`src/rtl/aes_axis_rx_pkg.sv`:
```
// Shared definitions for the AES stream ingress stage.
//   WORD_S / BLK_S / BYTE_S : stream word, cipher block and byte widths
//   ENCRYPT / SET_KEY       : command word encodings carried in word 0
//   rx_state_e              : ingress FSM states
package aes_axis_rx_pkg;

    localparam int WORD_S = 32;
    localparam int BLK_S  = 128;
    localparam int BYTE_S = 8;

    localparam logic [WORD_S-1:0] ENCRYPT = 32'h0000_0001;
    localparam logic [WORD_S-1:0] SET_KEY = 32'h0000_0002;

    typedef enum logic [1:0] {
        ST_IDLE      = 2'd0,
        ST_DATA      = 2'd1,
        ST_COMMIT    = 2'd2,
        ST_WAIT_DONE = 2'd3
    } rx_state_e;

endpackage

```
`src/rtl/aes_blk_packer.sv`:
```
// Packs 32-bit stream words four at a time into one 128-bit block.
// Lane 0 occupies bits [0:31] (most significant word). A block is
// reported combinationally on the word that completes it (fourth lane
// or last word of the packet); lanes not written stay zero.
//   clk, reset  : clock, synchronous active-high reset
//   clear       : restart lane counter (start of a new packet)
//   word_valid  : a payload word is being accepted this cycle
//   word_data   : payload word
//   word_last   : accepted word is the last of the packet
//   blk_valid   : this cycle's word completes a block
//   blk_data    : assembled block including this cycle's word
module aes_blk_packer
    import aes_axis_rx_pkg::*;
(
    input  logic              clk,
    input  logic              reset,
    input  logic              clear,
    input  logic              word_valid,
    input  logic [WORD_S-1:0] word_data,
    input  logic              word_last,
    output logic              blk_valid,
    output logic [0:BLK_S-1]  blk_data
);

    logic [1:0]         word_idx_r;
    logic [0:BLK_S-1]   asm_r;
    logic [0:BLK_S-1]   asm_s;

    // Merge the incoming word into its lane; lane 0 starts from an all-zero block
    always_comb begin
        asm_s = asm_r;
        if (word_idx_r == 2'd0) begin
            asm_s = {BLK_S{1'b0}};
        end else begin
            asm_s = asm_r;
        end
        asm_s[{word_idx_r, 5'd0} +: WORD_S] = word_data;
        blk_valid = word_valid && ((word_idx_r == 2'd3) || word_last);
        blk_data  = asm_s;
    end

    // Lane counter and partial-block register
    always_ff @(posedge clk) begin
        if (reset || clear) begin
            word_idx_r <= 2'd0;
            asm_r      <= {BLK_S{1'b0}};
        end else if (word_valid) begin
            asm_r      <= asm_s;
            word_idx_r <= word_last ? 2'd0 : (word_idx_r + 2'd1);
        end
    end

endmodule

```
`src/rtl/aes_axis_rx.sv`:
```
// AXI-Stream ingress for the AES datapath. Word 0 of each packet is the
// command; remaining words are packed into 128-bit input FIFO entries.
// At packet end the command and block count are published, en_o pulses
// once, and the stream is stalled until done_i.
//   clk, reset      : clock, synchronous active-high reset
//   s_axis_*        : 32-bit stream slave (tdata/tvalid/tready/tlast)
//   aes_cmd         : latched command word
//   in_fifo_w_e     : FIFO write strobe
//   in_fifo_addr    : FIFO write address
//   in_fifo_data    : FIFO write data
//   in_fifo_blk_cnt : blocks written for the current packet
//   en_o            : one-cycle start pulse to the controller
//   done_i          : controller completion, honoured only while waiting
//   overflow_o      : sticky, packet held more than 2**W-1 blocks
module aes_axis_rx
    import aes_axis_rx_pkg::*;
#(
    parameter int IN_FIFO_ADDR_WIDTH = 9,
    parameter int IN_FIFO_DATA_WIDTH = BLK_S
) (
    input  logic                          clk,
    input  logic                          reset,
    input  logic [WORD_S-1:0]             s_axis_tdata,
    input  logic                          s_axis_tvalid,
    output logic                          s_axis_tready,
    input  logic                          s_axis_tlast,
    output logic [0:WORD_S-1]             aes_cmd,
    output logic                          in_fifo_w_e,
    output logic [IN_FIFO_ADDR_WIDTH-1:0] in_fifo_addr,
    output logic [0:IN_FIFO_DATA_WIDTH-1] in_fifo_data,
    output logic [IN_FIFO_ADDR_WIDTH-1:0] in_fifo_blk_cnt,
    output logic                          en_o,
    input  logic                          done_i,
    output logic                          overflow_o
);

    localparam int AW = IN_FIFO_ADDR_WIDTH;
    localparam logic [AW-1:0] BLK_MAX = {AW{1'b1}};
    localparam logic [AW-1:0] CNT_ONE = {{(AW-1){1'b0}}, 1'b1};

    rx_state_e          state_r;
    logic               xfer_s;
    logic               blk_valid_s;
    logic [0:BLK_S-1]   blk_data_s;

    // The stream is open only while collecting a packet
    assign s_axis_tready = (state_r == ST_IDLE) || (state_r == ST_DATA);
    assign xfer_s        = s_axis_tvalid && s_axis_tready;

    aes_blk_packer u_packer (
        .clk        (clk),
        .reset      (reset),
        .clear      (xfer_s && (state_r == ST_IDLE)),
        .word_valid (xfer_s && (state_r == ST_DATA)),
        .word_data  (s_axis_tdata),
        .word_last  (s_axis_tlast),
        .blk_valid  (blk_valid_s),
        .blk_data   (blk_data_s)
    );

    // Packet FSM with registered FIFO-write, start pulse and overflow flag
    always_ff @(posedge clk) begin
        if (reset) begin
            state_r         <= ST_IDLE;
            aes_cmd         <= {WORD_S{1'b0}};
            in_fifo_w_e     <= 1'b0;
            in_fifo_addr    <= {AW{1'b0}};
            in_fifo_data    <= {IN_FIFO_DATA_WIDTH{1'b0}};
            in_fifo_blk_cnt <= {AW{1'b0}};
            en_o            <= 1'b0;
            overflow_o      <= 1'b0;
        end else begin
            in_fifo_w_e <= 1'b0;
            en_o        <= 1'b0;
            case (state_r)
                ST_IDLE: begin
                    if (xfer_s) begin
                        aes_cmd         <= s_axis_tdata;
                        in_fifo_blk_cnt <= {AW{1'b0}};
                        overflow_o      <= 1'b0;
                        state_r         <= s_axis_tlast ? ST_COMMIT : ST_DATA;
                    end
                end
                ST_DATA: begin
                    if (blk_valid_s) begin
                        // Once the FIFO is full the remaining blocks are dropped
                        if (in_fifo_blk_cnt == BLK_MAX) begin
                            overflow_o <= 1'b1;
                        end else begin
                            in_fifo_w_e     <= 1'b1;
                            in_fifo_addr    <= in_fifo_blk_cnt;
                            in_fifo_data    <= blk_data_s;
                            in_fifo_blk_cnt <= in_fifo_blk_cnt + CNT_ONE;
                        end
                    end
                    if (xfer_s && s_axis_tlast) begin
                        state_r <= ST_COMMIT;
                    end
                end
                ST_COMMIT: begin
                    // One spare cycle so the final FIFO write lands before the start pulse
                    en_o    <= 1'b1;
                    state_r <= ST_WAIT_DONE;
                end
                ST_WAIT_DONE: begin
                    if (done_i) begin
                        state_r <= ST_IDLE;
                    end
                end
                default: begin
                    state_r <= ST_IDLE;
                end
            endcase
        end
    end

endmodule
```
`config.mk`:
```
export PLATFORM = sky130hd
export DESIGN_NAME = aes_axis_rx
export DESIGN_NICKNAME = d
export VERILOG_FILES = /design/src/rtl/aes_axis_rx_pkg.sv /design/src/rtl/aes_blk_packer.sv /design/src/rtl/aes_axis_rx.sv
export SDC_FILE = /design/constraint.sdc
export NUM_CORES = 1
export LEC_CHECK = 0
export ABC_AREA = 1
export CORE_ASPECT_RATIO = 0.7
export CORE_UTILIZATION = 45
export CTS_BUF_LIST = sky130_fd_sc_hd__clkbuf_8
export CTS_CLUSTER_SIZE = 10
export DETAILED_ROUTE_END_ITERATION = 16
export DONT_BUFFER_PORTS = 1
export GPL_ROUTABILITY_DRIVEN = 1
export PLACE_DENSITY = 0.62
export REMOVE_ABC_BUFFERS = 1
export SLEW_MARGIN = 20
export SYNTH_ARGS = -nofsm -noshare
export SYNTH_HDL_FRONTEND = slang
export SYNTH_SLANG_ARGS = --single-unit
```
`constraint.sdc`:
```
create_clock -name clk -period 2.7 [get_ports clk]
set_input_delay 0.27 -clock clk [delete_from_list [all_inputs] [get_ports clk]]
set_output_delay 0.27 -clock clk [all_outputs]
set_load 0.1 [all_outputs]
```
==> impl_metrics.tcl <==
set metrics [dict create \
    fmax_mhz 447 \
    layout_common_cells "nor2_1 (406), nand2_1 (319), dfxtp_1 (312)" \
    max_cap_viol_count 0 \
    final_common_cell "nor2_1" \
    yosys_warnings 0 \
    wirelength_mm 38.4 \
    dieArea_um2 29200 \
    cts.repair.resized 0 \
    crit_required_ns 2.43 \
    slew_headroom_pct 29.8 \
    clk_latency_ns 0.58 \
    wl_per_cell_um 17.3 \
    start_kind "flip-flop" \
    critical_path_class "flip-flop to output port" \
    multiInputGateArea_um2 5670 \
    die_x_um 204 \
    slowest_delay_ns 0.43 \
    critPathMaxFanout 10 \
    clk_pin_slew_ns 0.06 \
    drt_iter0_drc 941 \
    grt_overflow 0 \
    core-area_um2 27900 \
    leakage_nw 6.12 \
    cts_sinks 313 \
    dpl-instance-area_um2 13400 \
    die_h_um 143 \
    path_cells "inv_1, ha_1, inv_2, nand2_2, buf_4" \
    post-cts-setup-buffer-count 0 \
    nFillCells 2703 \
    synth_cell_type_count 28 \
    tightest_slew_ns 1.05 \
    cp-end-kind "output port" \
    final_util_pct 53.0 \
    final-seq-area_um2 6270 \
    finalCritPeriodShare_pct 82.9 \
    power_density_nw_per_um2 1100 \
    stdcell_area_um2 14800 \
    clockBufferDepth 3 \
    outcome "finished clean" \
    ys_async_sr_fraction_pct 0 \
    holdBufCountCts 34 \
    post_synth_inst_count 1790 \
    hold_class "primary input to flip-flop" \
    grt.total_usage_pct 26.3 \
    grt_pass1_wl_mm 61.6 \
    synth_edf_count 0 \
    cp_data_arrival_time_ns 1.97 \
    antenna_cells 0 \
    hold_violations 0 \
    firstDrtPassIters 5 \
    cts-root-buf "clkbuf_8" \
    num_rows 51 \
    rsz0062_at_grt "no" \
    hpwl_mm 22.3 \
    ant_nets 0 \
    io_buffers 0 \
    htreeDepth 2 \
    antenna_found_initial 0 \
    initial_core_util_pct 46.0 \
    ys_seq_area_share_pct 48.9 \
    clock_skew_ns 0.0224 \
    via_per_inst 5.39 \
    grt_max_degree 134 \
    cpMaxStageDelayCell "ha_1" \
    first_global_vias 11200 \
    syn_area_um2 12800 \
    syn_to_final_growth_pct 15.2 \
    avgSynthCellArea_um2 7.16 \
    routabilityCongestion 0.800 \
    ys.flop_type "dfxtp_1" \
    nets 1866 \
    ioPinCount 219 \
    yosys_register_bits 313 \
    vias 12000 \
    drive_above_1_share_pct 9.50 \
    hold_depth 4 \
    setup_viol 0 \
    cts_inserted_buffers 49 \
    rr_worst_depth 10 \
    drv_slew 0 \
    cts_tree "yes" \
    ir_drop_v 0.000659 \
    fin_crit_ns 2.24 \
    drc 0 \
]
synthesized netlist by cell type, types with 2 or more instances:
cell type,count,area [um^2]
nand2_2,2,12.5
buf_4,11,82.6
o22ai_1,64,400
nor2_1,406,1520
clkbuf_1,76,285
inv_2,3,11.3
nand2_1,323,1210
a21oi_1,115,576
ha_1,10,125
nand3_1,38,190
buf_1,12,45.0
buf_6,6,67.6
nand4_1,2,12.5
o21ai_0,292,1460
dfxtp_1,313,6270
buf_2,37,185
o21ai_1,15,75.1
inv_1,55,206
worst max-delay path: cells and delay by family (launching register included):
| kind | cells | cell delay, ns |
|---|---|---|
| flops | 1 | 0.34 |
| buf+inv | 3 | 0.51 |
| fa+ha+maj | 1 | 0.43 |
| simple gates | 1 | 0.11 |
cell type report:
type                       instances  share of cell area, %
tap                              371                   3.14
inverter                          60                   1.59
timing repair buffer             121                   7.74
clock inverter                    28                   1.50
multi-input combinational       1274                   38.4
sequential                       313                   42.4
clock buffer                      56                   5.22
stage by stage:
stage	power, mW	hold WS [ns]	setup WS (ns)	cells	TNS (ns)
floorplan	10.8	0.339	-2.46	1647	-599.04
global placement	12.1	0.343	0.542	2105	0
detailed placement	12.1	0.345	0.496	2105	0
CTS	16.3	0.000129	0.433	2223	0
global route	17.0	0.0301	0.263	2223	0
finish	16.2	0.0374	0.462	2223	0
registers in the layout (all words and copies together) (netlist names):
name                 cells
u_packer.word_idx_r      2
overflow_o               1
in_fifo_blk_cnt          9
state_r                  2
in_fifo_addr             9
u_packer.asm_r         128
en_o                     1
aes_cmd                 32
in_fifo_data           128
in_fifo_w_e              1
routing by layer:
metal  global-route usage, %  routed length, um  vias to the layer above
met5                       0                  0                        -
met1                    36.0              17600                     5574
met4                    8.07                780                        0
met3                    6.80               3260                       62
met2                    40.5              16800                      438
li1                        -                  -                     5915
kinds of logic after synthesis:
| kind of cell | share of synthesized area (%) |
|---|---|
| buf+inv | 7.08 |
| compound gates | 19.7 |
| flops | 48.9 |
| simple gates | 23.4 |
| fa+ha+maj | 0.976 |
power by group:
part | leakage (nW) | total (mW) | switching, mW | internal, mW
Sequential | 2.54 | 8.24 | 2.94 | 5.30
Combinational | 3.00 | 3.86 | 2.88 | 0.979
Clock | 0.574 | 4.12 | 1.86 | 2.27
Total | 6.12 | 16.2 | 7.67 | 8.55
worst paths after layout:
kind / startpoint / end / slack, ns
hold / removal: s_axis_tdata[27] / u_packer.asm_r[36]$_SDFFE_PP0P_ / 0.04
setup / recovery: state_r[1]$_SDFFE_PP0P_ / s_axis_tready / 0.46
setup reg to reg: in_fifo_blk_cnt[1]$_SDFFE_PP0P_ / in_fifo_data[47]$_SDFFE_PP0P_ / 0.50
hold reg to reg: u_packer.asm_r[102]$_SDFFE_PP0P_ / u_packer.asm_r[102]$_SDFFE_PP0P_ / 0.47
Note: power is estimated with default switching activity, not from simulation.
